===== src/rtl/bp_cacc_pkg.sv =====
// Shared definitions for the vector-dot-product accelerator CSR window and its job scheduler.
package bp_cacc_pkg;

  localparam logic [11:0] CSR_A_PTR   = 12'h000;
  localparam logic [11:0] CSR_B_PTR   = 12'h040;
  localparam logic [11:0] CSR_LEN     = 12'h080;
  localparam logic [11:0] CSR_START   = 12'h0C0;
  localparam logic [11:0] CSR_STATUS  = 12'h100;
  localparam logic [11:0] CSR_RES_PTR = 12'h140;

  localparam logic [63:0] STATUS_BUSY = 64'h0;
  localparam logic [63:0] STATUS_IDLE = 64'hFFFF_FFFF_FFFF_FFFF;
  localparam logic [63:0] STATUS_DONE = 64'h1;

  // Command steps 0..4 program the tile; step 5 is the status poll.
  localparam logic [2:0] STEP_START  = 3'd4;
  localparam logic [2:0] STEP_STATUS = 3'd5;

  typedef enum logic [2:0] {
    e_idle, e_grant, e_issue, e_wait_resp, e_poll_gap, e_cpl
  } bp_cacc_sched_state_e;

  function automatic logic [11:0] step_offset(input logic [2:0] step);
    case (step)
      3'd0:    step_offset = CSR_A_PTR;
      3'd1:    step_offset = CSR_B_PTR;
      3'd2:    step_offset = CSR_LEN;
      3'd3:    step_offset = CSR_RES_PTR;
      3'd4:    step_offset = CSR_START;
      default: step_offset = CSR_STATUS;
    endcase
  endfunction

endpackage


===== src/rtl/bsg_arb_round_robin.sv =====
// Combinational round-robin pick: first requester at or after ptr_i wins.
module bsg_arb_round_robin #(
  parameter int width_p = 4,
  localparam int id_w_lp = $clog2(width_p)
) (
  input  logic [width_p-1:0] reqs_i,
  input  logic [id_w_lp-1:0] ptr_i,
  output logic               v_o,
  output logic [id_w_lp-1:0] id_o,
  output logic [width_p-1:0] grant_o
);

  logic [id_w_lp-1:0] idx;

  // Scan from the farthest offset down so the nearest requester is written last.
  always_comb begin
    v_o     = 1'b0;
    id_o    = '0;
    grant_o = '0;
    idx     = '0;
    for (int k = width_p - 1; k >= 0; k--) begin
      idx = id_w_lp'((int'(ptr_i) + k) % width_p);
      if (reqs_i[idx]) begin
        v_o  = 1'b1;
        id_o = idx;
      end
    end
    if (v_o) grant_o[id_o] = 1'b1;
  end

endmodule


===== src/rtl/bp_cacc_vdp_sched.sv =====
// Shares one dot-product tile among requesters: grants a job, programs the tile over CSRs,
// polls status until done or timeout, and returns a tagged completion.
module bp_cacc_vdp_sched
  import bp_cacc_pkg::*;
#(
  parameter int num_req_p        = 4,
  parameter int addr_width_p     = 39,
  parameter int csr_addr_width_p = 20,
  parameter int max_len_p        = 8,
  parameter int poll_gap_p       = 4,
  parameter int timeout_p        = 1024,
  localparam int id_w_lp   = $clog2(num_req_p),
  localparam int poll_w_lp = $clog2(timeout_p + 1)
) (
  input  logic                              clk_i,
  input  logic                              reset_n_i,
  input  logic [num_req_p-1:0]              req_v_i,
  output logic [num_req_p-1:0]              req_ready_o,
  input  logic [num_req_p*addr_width_p-1:0] req_a_ptr_i,
  input  logic [num_req_p*addr_width_p-1:0] req_b_ptr_i,
  input  logic [num_req_p*addr_width_p-1:0] req_res_ptr_i,
  input  logic [num_req_p*4-1:0]            req_len_i,
  output logic                              csr_v_o,
  output logic                              csr_w_o,
  output logic [csr_addr_width_p-1:0]       csr_addr_o,
  output logic [63:0]                       csr_data_o,
  input  logic                              csr_ready_i,
  input  logic                              csr_resp_v_i,
  input  logic [63:0]                       csr_resp_data_i,
  output logic                              done_v_o,
  output logic [id_w_lp-1:0]                done_id_o,
  output logic                              done_err_o,
  input  logic                              done_yumi_i
);

  bp_cacc_sched_state_e        state_q, state_d;
  logic [id_w_lp-1:0]          ptr_q, ptr_d, owner_q, owner_d;
  logic [num_req_p-1:0]        ready_q, ready_d;
  logic [addr_width_p-1:0]     a_q, a_d, b_q, b_d, res_q, res_d;
  logic [3:0]                  len_q, len_d;
  logic [2:0]                  step_q, step_d;
  logic                        early_q, early_d, seen_busy_q, seen_busy_d;
  logic [63:0]                 rdata_q, rdata_d;
  logic [poll_w_lp-1:0]        poll_cnt_q, poll_cnt_d, poll_inc;
  logic [7:0]                  gap_q, gap_d;
  logic                        csr_v_q, csr_v_d, csr_w_q, csr_w_d;
  logic [csr_addr_width_p-1:0] csr_addr_q, csr_addr_d;
  logic [63:0]                 csr_data_q, csr_data_d;
  logic                        done_v_q, done_v_d, done_err_q, done_err_d;

  logic                        arb_v;
  logic [id_w_lp-1:0]          arb_id;
  logic [num_req_p-1:0]        arb_grant;
  logic                        accept, len_bad, resp_fire;
  logic [3:0]                  sel_len;
  logic [addr_width_p-1:0]     sel_a, sel_b, sel_res;
  logic [63:0]                 resp_data;

  bsg_arb_round_robin #(.width_p(num_req_p)) arb (
    .reqs_i (req_v_i),
    .ptr_i  (ptr_q),
    .v_o    (arb_v),
    .id_o   (arb_id),
    .grant_o(arb_grant)
  );

  function automatic logic [63:0] cmd_data(input logic [2:0] step,
                                           input logic [addr_width_p-1:0] a, b, res,
                                           input logic [3:0] len);
    case (step)
      3'd0:    cmd_data = 64'(a);
      3'd1:    cmd_data = 64'(b);
      3'd2:    cmd_data = 64'(len);
      3'd3:    cmd_data = 64'(res);
      3'd4:    cmd_data = 64'd1;
      default: cmd_data = '0;
    endcase
  endfunction

  assign sel_len   = req_len_i[owner_q*4 +: 4];
  assign sel_a     = req_a_ptr_i[owner_q*addr_width_p +: addr_width_p];
  assign sel_b     = req_b_ptr_i[owner_q*addr_width_p +: addr_width_p];
  assign sel_res   = req_res_ptr_i[owner_q*addr_width_p +: addr_width_p];
  assign accept    = (state_q == e_grant) && req_v_i[owner_q] && ready_q[owner_q];
  assign len_bad   = (sel_len == 4'd0) || (32'(sel_len) > max_len_p);
  // A response that arrived together with the accept is parked in early_q/rdata_q.
  assign resp_fire = (state_q == e_wait_resp) && (early_q || csr_resp_v_i);
  assign resp_data = early_q ? rdata_q : csr_resp_data_i;
  assign poll_inc  = (poll_cnt_q == {poll_w_lp{1'b1}}) ? poll_cnt_q : poll_cnt_q + 1'b1;

  always_comb begin
    state_d     = state_q;
    ptr_d       = ptr_q;
    owner_d     = owner_q;
    ready_d     = '0;
    a_d         = a_q;
    b_d         = b_q;
    res_d       = res_q;
    len_d       = len_q;
    step_d      = step_q;
    early_d     = early_q;
    seen_busy_d = seen_busy_q;
    rdata_d     = rdata_q;
    poll_cnt_d  = poll_cnt_q;
    gap_d       = gap_q;
    csr_v_d     = csr_v_q;
    csr_w_d     = csr_w_q;
    csr_addr_d  = csr_addr_q;
    csr_data_d  = csr_data_q;
    done_v_d    = done_v_q;
    done_err_d  = done_err_q;
    case (state_q)
      e_idle: if (arb_v) begin
        ready_d = arb_grant;
        owner_d = arb_id;
        state_d = e_grant;
      end
      e_grant: if (accept) begin
        a_d         = sel_a;
        b_d         = sel_b;
        res_d       = sel_res;
        len_d       = sel_len;
        ptr_d       = (owner_q == id_w_lp'(num_req_p - 1)) ? '0 : owner_q + 1'b1;
        step_d      = 3'd0;
        seen_busy_d = 1'b0;
        poll_cnt_d  = '0;
        if (len_bad) begin
          done_v_d   = 1'b1;
          done_err_d = 1'b1;
          state_d    = e_cpl;
        end else begin
          csr_v_d    = 1'b1;
          csr_w_d    = 1'b1;
          csr_addr_d = csr_addr_width_p'(CSR_A_PTR);
          csr_data_d = 64'(sel_a);
          state_d    = e_issue;
        end
      end else begin
        state_d = e_idle;
      end
      e_issue: if (csr_ready_i) begin
        csr_v_d = 1'b0;
        early_d = csr_resp_v_i;
        rdata_d = csr_resp_data_i;
        state_d = e_wait_resp;
      end
      e_wait_resp: if (resp_fire) begin
        early_d = 1'b0;
        if (step_q == STEP_STATUS) begin
          poll_cnt_d = poll_inc;
          if (resp_data == STATUS_BUSY) seen_busy_d = 1'b1;
          if (resp_data != STATUS_BUSY && seen_busy_q) begin
            done_v_d   = 1'b1;
            done_err_d = 1'b0;
            state_d    = e_cpl;
          end else if (poll_inc >= poll_w_lp'(timeout_p)) begin
            done_v_d   = 1'b1;
            done_err_d = 1'b1;
            state_d    = e_cpl;
          end else begin
            gap_d   = '0;
            state_d = e_poll_gap;
          end
        end else if (step_q == STEP_START) begin
          gap_d   = '0;
          state_d = e_poll_gap;
        end else begin
          step_d     = step_q + 3'd1;
          csr_v_d    = 1'b1;
          csr_w_d    = 1'b1;
          csr_addr_d = csr_addr_width_p'(step_offset(step_q + 3'd1));
          csr_data_d = cmd_data(step_q + 3'd1, a_q, b_q, res_q, len_q);
          state_d    = e_issue;
        end
      end
      e_poll_gap: if (gap_q == 8'(poll_gap_p - 1)) begin
        step_d     = STEP_STATUS;
        csr_v_d    = 1'b1;
        csr_w_d    = 1'b0;
        csr_addr_d = csr_addr_width_p'(CSR_STATUS);
        csr_data_d = '0;
        state_d    = e_issue;
      end else begin
        gap_d = gap_q + 8'd1;
      end
      e_cpl: if (done_yumi_i) begin
        done_v_d   = 1'b0;
        done_err_d = 1'b0;
        state_d    = e_idle;
      end
      default: state_d = e_idle;
    endcase
  end

  always_ff @(posedge clk_i or negedge reset_n_i) begin
    if (!reset_n_i) begin
      state_q     <= e_idle;
      ptr_q       <= '0;
      owner_q     <= '0;
      ready_q     <= '0;
      a_q         <= '0;
      b_q         <= '0;
      res_q       <= '0;
      len_q       <= '0;
      step_q      <= '0;
      early_q     <= 1'b0;
      seen_busy_q <= 1'b0;
      rdata_q     <= '0;
      poll_cnt_q  <= '0;
      gap_q       <= '0;
      csr_v_q     <= 1'b0;
      csr_w_q     <= 1'b0;
      csr_addr_q  <= '0;
      csr_data_q  <= '0;
      done_v_q    <= 1'b0;
      done_err_q  <= 1'b0;
    end else begin
      state_q     <= state_d;
      ptr_q       <= ptr_d;
      owner_q     <= owner_d;
      ready_q     <= ready_d;
      a_q         <= a_d;
      b_q         <= b_d;
      res_q       <= res_d;
      len_q       <= len_d;
      step_q      <= step_d;
      early_q     <= early_d;
      seen_busy_q <= seen_busy_d;
      rdata_q     <= rdata_d;
      poll_cnt_q  <= poll_cnt_d;
      gap_q       <= gap_d;
      csr_v_q     <= csr_v_d;
      csr_w_q     <= csr_w_d;
      csr_addr_q  <= csr_addr_d;
      csr_data_q  <= csr_data_d;
      done_v_q    <= done_v_d;
      done_err_q  <= done_err_d;
    end
  end

  assign req_ready_o = ready_q;
  assign csr_v_o     = csr_v_q;
  assign csr_w_o     = csr_w_q;
  assign csr_addr_o  = csr_addr_q;
  assign csr_data_o  = csr_data_q;
  assign done_v_o    = done_v_q;
  assign done_id_o   = owner_q;
  assign done_err_o  = done_err_q;

endmodule


===== config.mk =====
export PLATFORM = sky130hd
export DESIGN_NAME = bp_cacc_vdp_sched
export DESIGN_NICKNAME = d
export VERILOG_FILES = /design/src/rtl/bp_cacc_pkg.sv /design/src/rtl/bsg_arb_round_robin.sv /design/src/rtl/bp_cacc_vdp_sched.sv
export SDC_FILE = /design/constraint.sdc
export NUM_CORES = 1
export LEC_CHECK = 0
export BUFFER_PORTS_ARGS = -buffer_cell sky130_fd_sc_hd__buf_2
export CAP_MARGIN = 20
export CORE_AREA = 2 2 252 254
export DETAILED_ROUTE_END_ITERATION = 10
export DIE_AREA = 0 0 254 256
export SKIP_CTS_REPAIR_TIMING = 1
export SLEW_MARGIN = 15
export SYNTH_ARGS = -nofsm -noshare
export SYNTH_HDL_FRONTEND = slang
export SYNTH_SLANG_ARGS = --single-unit

===== constraint.sdc =====
create_clock -name clk_i -period 2.5 [get_ports clk_i]
set_input_delay 0.25 -clock clk_i [delete_from_list [all_inputs] [get_ports clk_i]]
set_output_delay 0.25 -clock clk_i [all_outputs]
set_load 0.05 [all_outputs]

==> summary.md, run 1 <==
| Metric | Value |
|---|---|
| Outcome | finished clean |
| Min cycle time layout | 2.451 ns |
| Slew headroom | 53.42% |
| WP data arrival | 2.88 ns |
| Achievable frequency | 407.9 MHz |
| Synth Instances | 1468 |
| Routed WL | 62.95 mm |
| Total gr overflow | 0 |
| P_leak | 10.10 nW |
| Post-synth top area cell | dfrtp_1 |
| Most frequent cells in the layout | 608 x buf_2, 420 x nand2_1, 264 x dfrtp_1 |
| Critical path fanouts, max | 6 |
| Fin Clk Skew | 0.02248 ns |
| Final setup fails | 0 |
| RSZ-0062 raised after global routing | true |
| H-tree depth | 2 |
| Die area | 65020 um^2 |
| GR peak layer | met2 |
| Max Cap Viol | 0 |
| EDFF count, synth | 0 |
| Filler instances | 6395 |
| Syn-to-layout area delta | 42.83% |
| Initial antenna violation count | 12 |
| Crit-path cells | buf_2, nand3b_1, a211oi_2, buf_4, nor2_4, a221o_1, a21oi_4, buf_12, buf_6, mux2_1 |
| Synth unique cells | 56 |
| Met1 usage | 23.21% |
| CP max stage cell | dfrtp_4 |
| Worst Max-Slew Pin Slew | 0.6987 ns |
| Latest clock arrival within the worst-skew pair | 0.55 ns |
| Iteration-0 DRC Markers | 758 |
| Yosys reg bits | 266 |
| Port buffer count | 608 |
| CP peak stage delay | 0.49 ns |
| Vias per cell | 4.701 |
| Clk buf depth | 3 |
| Worst hold path type | input pin to flip-flop |
| Req. time, crit path | 2.93 ns |
| Share of the synthesized area in the top cell type | 44.29% |
| Final ANT Viol Nets | 0 |
| CP Launch Type | flip-flop |
| DR pass1 iterations | 6 |
| Clk root buf | clkbuf_16 |
| Total track usage | 18.30% |
| Layout cells sized above 1 | 43.80% |
| Die height | 256 um |
| Initial core utilization | 24.09% |
| Final non-filler cell total | 3040 |
| Gpl congestion | 0.9599 |
| CTS Buf Count | 34 |
| Kind of critical path | flip-flop to flip-flop |
| Async SR Flop Fraction | 100.0% |
| Largest net degree at the start of global routing | 77 |
| CTS Sinks | 266 |
| DR WL/cell | 20.71 um |
| Final HPWL DP | 48.95 mm |
| CTS tree | built |
| Avg Inst Size Synth | 10.24 um^2 |
| Sequential fraction of the synthesis area | 44.29% |
| Fraction of the cycle the final worst path needs | 98.06% |
| Worst VDD drop | 569.7 uV |
| Register cell area after layout | 6664 um^2 |
| Synth area leaders | dfrtp_1 44%, mux4_2 18%, nand2_1 11% |
| Final core occ | 34.41% |
| Nets@finish | 2732 |
| Kind of end point of the critical path | flip-flop |
| Placed cell count | 2895 |
| Commonest non-fill, non-tap cell in the layout | buf_2 |
| Met3 usage | 3.356% |
| Cell Area, Synth | 15030 um^2 |
| Core area | 62390 um^2 |
| Crit path launch | done_id_o[0] |
| Final hold vios | 0 |
| Multi-input gate area | 7833 um^2 |
| Cell family with most CP delay | compound AO/OA/AOI/OAI gates |
| Worst r2r src | done_id_o[0] |
| First-pass GRT wire length | 89.42 mm |
| Slew Limit Fails | 0 |
| Num rows | 92 |
| Top FF cell, synth | dfrtp_1 |
| Yosys Warn Count | 0 |
| Vias in the first global route | 14470 |
| # DRC | 0 |
| Via count | 14290 |
| I/O Pins | 651 |
| Worst-path clk slew | 0.06 ns |
| Hold wc startpoint | csr_resp_data_i[44] |
| Die W | 254 um |
| Worst Path Buf+Inv | 4 |
| Power per cell area | 1113 nW/um^2 |
| GR Layer Usage met2 | 31.92% |
final timing paths:
| kind | cells after the start | to | slack [ns] |
|---|---|---|---|
| max reg2reg | 10 | csr_addr_o[6] | 0.05 |
| min | 2 | rdata_q[44] | 0.03 |
| max in group asynchronous | 3 | b_q[26] | 1.38 |
| max | 10 | csr_addr_o[6] | 0.05 |
| min reg2reg | 2 | a_q[6] | 0.47 |
| min in group asynchronous | 2 | early_q | 0.29 |
stage by stage:
| step | power [mW] | hold WS [ns] | TNS, ns | area (um^2) | worst slack (ns) |
|---|---|---|---|---|---|
| floorplan | 14.60 | -0.04559 | 0 | 15190 | 0.001518 |
| global placement | 18.07 | 0.2916 | 0 | 19410 | 0.09467 |
| detailed placement | 18.33 | 0.2953 | 0 | 19410 | 0.01812 |
| CTS | 23.52 | -0.3060 | -0.03071 | 20560 | -0.01332 |
| global route | 25.49 | 0.01283 | -0.2340 | 21470 | -0.02297 |
| finish | 23.90 | 0.02639 | 0 | 21470 | 0.04855 |
cell usage after synthesis, types with 2 or more instances:
cell type  count
nand3b_1       3
clkbuf_1      74
nand3_1       11
or4_1          2
o21ai_1        2
nand2_1      421
o22ai_1        3
a22oi_1       42
nand2b_1       5
xnor2_1        4
a221oi_1       2
a32oi_1        2
buf_2         12
a211oi_1       4
a21oi_1      134
buf_4         46
o31ai_1        2
nor2_1        73
a21o_1         3
a311oi_1       2
dfrtp_1      266
xor2_1         3
nor3_1        10
and3_1        13
mux2i_1        2
and2_1         7
or2_2          2
inv_1         13
nand4_1       11
mux4_2       121
o22a_1         3
a31oi_1        8
buf_1         11
or3_1          4
ha_1           8
a211o_1        2
mux2_1         2
mux2_2        65
nor4_1        27
o21ai_0       21
o21a_1         3
nor2b_1        4
nor4b_1        2
worst register-to-register path: cells and delay by family, from the launching register on:
family          cells  cell delay [ns]
mux                 1             0.31
buf+inv             4             0.56
flops               1             0.49
compound gates      3             0.76
simple gates        2             0.22
where the power goes:
part           switching [mW]  internal (mW)  leakage, nW
sequential               1.07           6.16         3.32
combinational            6.77           4.87         6.22
clock                    2.05           2.97        0.553
total                    9.89           14.0         10.1
cell families after synthesis:
family | count (synthesis) | share of synthesized area (%)
compound gates | 241 | 9.499
xor+xnor | 7 | 0.4079
fa+ha+maj | 8 | 0.6660
buf+inv | 156 | 5.145
flops | 266 | 44.29
mux | 190 | 23.29
other cells | 1 | 0.02495
simple gates | 599 | 16.68
state kept, by name, indices dropped and copies added, names as in the netlist, 2 cells and up:
| signal | flops |
|---|---|
| rdata_q | 64 |
| a_q | 39 |
| b_q | 39 |
| csr_data_o | 39 |
| res_q | 39 |
| poll_cnt_q | 11 |
| gap_q | 8 |
| len_q | 4 |
| req_ready_o | 4 |
| csr_addr_o | 3 |
| state_q | 3 |
| step_q | 3 |
| done_id_o | 2 |
| ptr_q | 2 |
layer usage:
metal	wire length, um	vias up	part of all wire, %
met5	13	-	0.021
met4	1347	2	2.1
met3	3765	80	6.0
met2	31530	591	50
met1	26300	7051	42
li1	-	6567	-
layout make-up:
type	instances	share of cell area [%]
clock inverter	12	0.7752
timing repair buffer	765	21.96
antenna	2	0.02331
tap	846	4.931
clock buffer	49	4.552
sequential	266	31.04
inverter	13	0.2273
multi-input combinational	1087	36.49
Note: power is estimated with default switching activity, not from simulation.
==> run 2: changes to the inputs <==
- MAX_ROUTING_LAYER: default -> met4
==> run 2 against run 1 <==
Effect of this change: fmax grew 1.5%; final cell count is 0.36% lower; largest cell class unchanged; clock skew grew 0.00089 ns; core utilization is 0.21 points lower; highest routed layer is now met4; sequential cell count is the same; cell area down 0.62%; wire length rose by 0.24%; die area unchanged; register-to-register slack better by 0.04 ns; clock-buffer cell count is 1 lower; hold slack improved by 0.026 ns.
==> summary.md, run 2 (synthesis results as in run 1) <==
| Metric | Value |
|---|---|
| Fin Clk Skew | 0.02337 ns (was 0.02248 ns) |
| Routed met3 length | 4.102 mm (was 3.765 mm) |
| Nets@finish | 2718 (was 2732) |
| Min cycle time layout | 2.415 ns (was 2.451 ns) |
| Hold Slack | 0.05215 ns (was 0.02639 ns) |
| Design Power | 23.78 mW (was 23.90 mW) |
| Critical path fanouts, max | 8 (was 6) |
| Biggest register | rdata_q (unchanged) |
| Final setup fails | 0 (unchanged) |
| CTS Buf Count | 34 (unchanged) |
| Via count | 14430 (was 14290) |
| Max Cap Viol | 0 (unchanged) |
| Worst VDD drop | 567.6 uV (was 569.7 uV) |
| First-pass GRT wire length | 88.49 mm (was 89.42 mm) |
| P_leak | 10.02 nW (was 10.10 nW) |
| Slew headroom | 38.28% (was 53.42%) |
| Core area | 62390 um^2 (unchanged) |
| Commonest non-fill, non-tap cell in the layout | buf_2 (unchanged) |
| Power per cell area | 1115 nW/um^2 (was 1113 nW/um^2) |
| Req. time, crit path | 2.92 ns (was 2.93 ns) |
| Fin area | 21330 um^2 (was 21470 um^2) |
| Clk buf depth | 3 (unchanged) |
| Initial core utilization | 24.09% (unchanged) |
| Iteration-0 DRC Markers | 993 (was 758) |
| Routed WL | 63.10 mm (was 62.95 mm) |
| CP max stage cell | dfrtp_4 (unchanged) |
| Vias per cell | 4.763 (was 4.701) |
| Num rows | 92 (unchanged) |
| CP peak stage delay | 0.49 ns (about the same) |
| WP data arrival | 2.84 ns (was 2.88 ns) |
| Worst Max-Slew Pin Slew | 0.9258 ns (was 0.6987 ns) |
| Layout cells sized above 1 | 43.45% (was 43.80%) |
| Setup_tns | 0 ns (unchanged) |
| Latest clock arrival within the worst-skew pair | 0.55 ns (about the same) |
| Slew Limit Fails | 0 (unchanged) |
| Top layer in use | met4 (was met5) |
| Area after DPL | 19350 um^2 (was 19410 um^2) |
| Most used cell, CP | buf_12 |
| H-tree depth | 2 (unchanged) |
| Clk root buf | clkbuf_16 (unchanged) |
| Metal2 WL | 31.09 mm (was 31.53 mm) |
| Port buffer count | 608 (unchanged) |
| Initial antenna violation count | 16 (was 12) |
| Achievable frequency | 414.0 MHz (was 407.9 MHz) |
| Outcome | finished clean (unchanged) |
| Fraction of the cycle the final worst path needs | 96.62% (was 98.06%) |
| Most frequent cells in the layout | 607 x buf_2, 420 x nand2_1, 264 x dfrtp_1 (was 608 x buf_2, 420 x nand2_1, 264 x dfrtp_1) |
| Worst Path Buf+Inv | 3 (was 4) |
| Die W | 254 um (unchanged) |
| Worst hold path type | input pin to flip-flop (unchanged) |
| I/O Pins | 651 (unchanged) |
| DR pass1 iterations | 6 (unchanged) |
| Final ANT Viol Nets | 0 (unchanged) |
| Total gr overflow | 0 (unchanged) |
| # DRC | 0 (unchanged) |
| Vias in the first global route | 14190 (was 14470) |
| Kind of critical path | flip-flop to flip-flop (unchanged) |
| CTS Sinks | 266 (unchanged) |
| DR WL/cell | 20.83 um (was 20.71 um) |
| Die height | 256 um (unchanged) |
| Total track usage | 18.81% (was 18.30%) |
| Kind of end point of the critical path | flip-flop (unchanged) |
| Final hold vios | 0 (unchanged) |
| CP Launch Type | flip-flop (unchanged) |
| Largest net degree at the start of global routing | 68 (was 77) |
| Crit-path cells | buf_12, mux4_2, nor3_2, xnor2_1, inv_1, a21oi_4, buf_12, mux2_1 (was buf_2, nand3b_1, a211oi_2, buf_4, nor2_4, a221o_1, a21oi_4, buf_12, buf_6, mux2_1) |
| CTS tree | built (unchanged) |
| Final core occ | 34.20% (was 34.41%) |
| Metal-1 WL | 26.13 mm (was 26.30 mm) |
| Worst-path clk slew | 0.06 ns (about the same) |
| Die area | 65020 um^2 (unchanged) |
| Max reg flops | 64 (unchanged) |
| Syn-to-layout area delta | 41.95% (was 42.83%) |
| Final HPWL DP | 49.14 mm (was 48.95 mm) |
| Gpl congestion | 0.9770 (was 0.9599) |
| Cell family with most CP delay | multiplexers (was compound AO/OA/AOI/OAI gates) |
-- run 2: worst paths after layout --
path,start,to,slack [ns],cells past startpoint
worst max-delay path,done_id_o[0],csr_addr_o[6],0.08,8
worst min-delay path,csr_ready_i,early_q,0.05,3
worst max register to register,done_id_o[0],csr_addr_o[6],0.08,8
worst min register to register,b_q[9],b_q[9],0.47,2
max in group asynchronous,reset_n_i,csr_data_o[38],1.45,3
min in group asynchronous,reset_n_i,early_q,0.25,2
-- run 2: final cells by class --
class	instances	area, um^2
diodes	6	15.01
well taps	846	1059
repair buffers	751	4566
fillers	6384	41060
clock inverters	12	163.9
flip-flops and latches	266	6664
inverters	13	48.80
multi-input cells	1087	7825
clock buffers	48	993.5
-- run 2: metal layers --
metal,vias up,track usage [%]
met5,-,-
met4,0,5.065
met3,108,3.203
met2,656,31.49
met1,7106,23.38
li1,6557,-
-- run 2: through the flow --
step / instances / setup slack (ns)
2_1_floorplan: 1509 / 0.001518
3_3_place_gp: 2888 / 0.06764
3_5_place_dp: 2888 / 0.04836
4_1_cts: 2948 / 0.01877
5_1_grt: 3027 / -0.03259
6_report: 3029 / 0.08452
-- run 2: power by group --
part / leakage [nW] / switching [mW] / internal (mW)
clock network: 0.569 / 1.99 / 3.10
logic: 6.12 / 6.75 / 4.70
registers: 3.32 / 1.10 / 6.16
total: 10.0 / 9.83 / 14.0
-- run 2: worst reg2reg max path: cells and delay by family, from the launching register on --
kind | cells | cell delay [ns]
xor gates and xnor gates | 1 | 0.17
buffers and inverters | 3 | 0.44
muxes | 2 | 0.79
AOI/OAI and AO/OA | 1 | 0.21
and+or+nand+nor | 1 | 0.21
DFF | 1 | 0.49
==> run 3: changes to the inputs <==
- BUFFER_PORTS_ARGS: -buffer_cell sky130_fd_sc_hd__buf_2 -> default
- CORE_AREA: 2 2 252 254 -> 2 2 254 256
- DIE_AREA: 0 0 254 256 -> 0 0 256 258
- DONT_BUFFER_PORTS: default -> 1
- SYNTH_HIERARCHICAL: default -> 1
==> run 3 against run 2 <==
Effect of this change: the flow now finishes with violations (negative hold slack); combinational power decreased by 4%; synthesized area rose by 0.51%; register-to-register slack about the same; sequential power up 25%; critical path depth increased by 2; via count decreased by 22%; first-iteration DRC count shrank 11%; setup slack gained 0.0050 ns; non-clock buffer count is 613 lower; sequential share of layout area grew 4.8 points; synthesized cell count fell by 17%; die area grew 1.6%.
==> summary.md, run 3 <==
| Metric | Value |
|---|---|
| Max Cap Viol | 0 (unchanged) |
| Yosys Warn Count | 6 (was 0) |
| Yosys reg bits | 266 (unchanged) |
| Iteration-0 DRC Markers | 881 (was 993) |
| Most frequent cells in the layout | 262 x dfrtp_1, 188 x mux2_2, 121 x mux4_2 (was 607 x buf_2, 420 x nand2_1, 264 x dfrtp_1) |
| # DRC | 0 (unchanged) |
| Worst Path Buf+Inv | 3 (unchanged) |
| DP Worst Slack | 0.01889 ns (was 0.04836 ns) |
| CP Launch Type | flip-flop (unchanged) |
| Reg2Reg Setup Slack | 0.09 ns (was 0.08 ns) |
| CP max stage cell | dfrtp_4 (unchanged) |
| Port buffer count | 0 (was 608) |
| Max reg flops | 64 (unchanged) |
| Hold Slack | -0.5618 ns (was 0.05215 ns) |
| Met3 usage | 6.311% (was 3.203%) |
| Achievable frequency | 414.9 MHz (was 414.0 MHz) |
| Total gr overflow | 0 (unchanged) |
| Worst r2r src | done_id_o[0] (unchanged) |
| CTS Buf Count | 34 (unchanged) |
| Syn-to-layout area delta | 22.32% (was 41.95%) |
| R2r endpoint | csr_data_o[0] (was csr_addr_o[6]) |
| Nets@finish | 1870 (was 2718) |
| Slew Limit Fails | 0 (unchanged) |
| Share of the synthesized area in the top cell type | 44.07% (was 44.29%) |
| DR pass1 iterations | 5 (was 6) |
| WP data arrival | 2.86 ns (was 2.84 ns) |
| Initial core utilization | 23.73% (was 24.09%) |
| Largest net degree at the start of global routing | 267 (was 68) |
| CTS tree | built (unchanged) |
| Kind of critical path | flip-flop to flip-flop (unchanged) |
| Final HPWL DP | 42.69 mm (was 49.14 mm) |
| Total track usage | 16.65% (was 18.81%) |
| Setup_tns | 0 ns (unchanged) |
| Die area | 66050 um^2 (was 65020 um^2) |
| Post-synth top area cell | dfrtp_1 (unchanged) |
| Worst Max-Slew Pin Slew | 1.356 ns (was 0.9258 ns) |
| Biggest register | rdata_q (unchanged) |
| Fin area | 18480 um^2 (was 21330 um^2) |
| Initial antenna violation count | 50 (was 16) |
| I/O Pins | 651 (unchanged) |
| Num rows | 93 (was 92) |
| Min cycle time layout | 2.410 ns (was 2.415 ns) |
| Sequential fraction of the synthesis area | 44.07% (was 44.29%) |
| Clk buf depth | 3 (unchanged) |
| Commonest non-fill, non-tap cell in the layout | dfrtp_1 (was buf_2) |
| Fraction of the cycle the final worst path needs | 96.42% (was 96.62%) |
| PnR worst setup slack | 0.08956 ns (was 0.08452 ns) |
| Most common cell in the synthesized netlist | dfrtp_1 (was nand2_1) |
| Final ANT Viol Nets | 0 (unchanged) |
| Cell Area, Synth | 15110 um^2 (was 15030 um^2) |
| Synth top cells by count | 266 x dfrtp_1, 188 x mux2_2, 121 x mux4_2 (was 421 x nand2_1, 266 x dfrtp_1, 134 x a21oi_1) |
| Critical path fanouts, max | 11 (was 8) |
| CTS Sinks | 266 (unchanged) |
| Final hold vios | 266 (was 0) |
| GR peak layer | met2 (unchanged) |
| Failing checks | negative hold slack |
| DR WL/cell | 26.69 um (was 20.83 um) |
| Design Power | 25.23 mW (was 23.78 mW) |
| RSZ-0062 raised after global routing | true |
| Crit-path cells | buf_4, mux4_2, nor3_4, xor2_2, nor2_2, o21ai_4, buf_6, clkbuf_16, nand2_1, o21ai_0 (was buf_12, mux4_2, nor3_2, xnor2_1, inv_1, a21oi_4, buf_12, mux2_1) |
| Gpl congestion | 1.022 (was 0.9770) |
| Fin Clk Skew | 0.01809 ns (was 0.02337 ns) |
| Crit path launch | done_id_o[0] (unchanged) |
| Worst hold path type | input pin to asynchronous set/reset pin (was input pin to flip-flop) |
| Clk root buf | clkbuf_16 (unchanged) |
| CP peak stage delay | 0.52 ns (was 0.49 ns) |
| Latest clock arrival within the worst-skew pair | 0.54 ns (was 0.55 ns) |
| Synth Instances | 1222 (was 1468) |
| Die height | 258 um (was 256 um) |
| Met1 usage | 18.54% (was 23.38%) |
| Routed WL | 59.11 mm (was 63.10 mm) |
| Area after DPL | 16250 um^2 (was 19350 um^2) |
| Kind of end point of the critical path | flip-flop (unchanged) |
| Die W | 256 um (was 254 um) |
| Reg2Reg Depth | 10 (was 8) |
| Placed cell count | 2038 (was 2888) |
| Async SR Flop Fraction | 100.0% (unchanged) |
| Req. time, crit path | 2.95 ns (was 2.92 ns) |
| Cell family with most CP delay | buffers and inverters (was multiplexers) |
| H-tree depth | 2 (unchanged) |
| Layout cells sized above 1 | 34.69% (was 43.45%) |
| Power per cell area | 1365 nW/um^2 (was 1115 nW/um^2) |
| Core area | 63650 um^2 (was 62390 um^2) |
| Final setup fails | 0 (unchanged) |
| EDFF count, synth | 0 (unchanged) |
| Worst-path clk slew | 0.06 ns (about the same) |
| Top FF cell, synth | dfrtp_1 (unchanged) |
| Synth area leaders | dfrtp_1 44%, mux4_2 18%, mux2_2 14% (was dfrtp_1 44%, mux4_2 18%, nand2_1 11%) |
| Worst VDD drop | 684.7 uV (was 567.6 uV) |
| Vias per cell | 5.083 (was 4.763) |
| Via count | 11260 (was 14430) |
| GR Layer Usage met2 | 27.34% (was 31.49%) |
| Vias in the first global route | 11200 (was 14190) |
| Slew headroom | 9.599% (was 38.28%) |
| First-pass GRT wire length | 78.45 mm (was 88.49 mm) |
| P_leak | 7.062 nW (was 10.02 nW) |
| Final non-filler cell total | 2215 (was 3029) |
| Outcome | finished with violations (was finished clean) |
| Synth unique cells | 57 (was 56) |
| Avg Inst Size Synth | 12.36 um^2 (was 10.24 um^2) |
## run 3: per-layer routing
| layer | part of all wire [%] | wire [um] |
|---|---|---|
| met1 | 38 | 22400 |
| met3 | 9.5 | 5624 |
| met2 | 49 | 28910 |
| met5 | 0 | 0 |
| met4 | 3.7 | 2176 |
## run 3: final cells by class
type | instances | area, um^2
antenna | 34 | 85.08
timing repair buffer | 138 | 1531
clock buffer | 45 | 982.2
fill | 6489 | 45170
clock inverter | 13 | 192.7
inverter | 11 | 41.29
tap | 855 | 1070
sequential | 266 | 6666
multi-input combinational | 853 | 7909
## run 3: logic make-up (layout without fill, tap and decap cells)
logic type,Yosys count,in the layout,synth area share [%]
mux,311,311,32.19
flops,266,266,44.07
compound gates,243,243,9.625
simple gates,238,238,7.604
buf+inv,144,207,5.168
xor+xnor,10,10,0.5798
fa+ha+maj,9,9,0.7455
other cells,1,76,0.02483
## run 3: worst max path at each step
| stage | endpoint | slack, ns | depth (start not counted) |
|---|---|---|---|
| 2_1_floorplan | b_q[19] | 0.07 | 6 |
| 3_5_place_dp | csr_data_o[9] | 0.02 | 8 |
| 4_1_cts | csr_data_o[38] | 0.006 | 7 |
| 6_report | csr_data_o[0] | 0.09 | 10 |
| 3_3_place_gp | csr_data_o[21] | 0.07 | 8 |
| 5_1_grt | csr_w_o | -0.05 | 10 |
## run 3: power by group
part | switching [mW] | internal, mW | total [mW]
logic | 5.47 | 5.48 | 10.9
clock network | 2.03 | 3.18 | 5.22
registers | 2.69 | 6.37 | 9.06
total | 10.2 | 15.0 | 25.2
## run 3: stage by stage
stage / utilization, % / hold WS [ns]
detailed placement: 25.53 / -0.02240
global placement: 25.53 / -0.02213
floorplan: - / -0.04559
global route: 29.00 / -0.6006
CTS: 27.38 / -0.6314
finish: 29.03 / -0.5618
## run 3: worst register-to-register path, delay by kind of cell (launching register included)
family                    cells  cell delay (ns)
buffers and inverters         3             0.54
AOI/OAI and AO/OA             2             0.27
xor gates and xnor gates      1             0.23
DFF                           1             0.52
and+or+nand+nor               3             0.32
muxes                         1             0.45
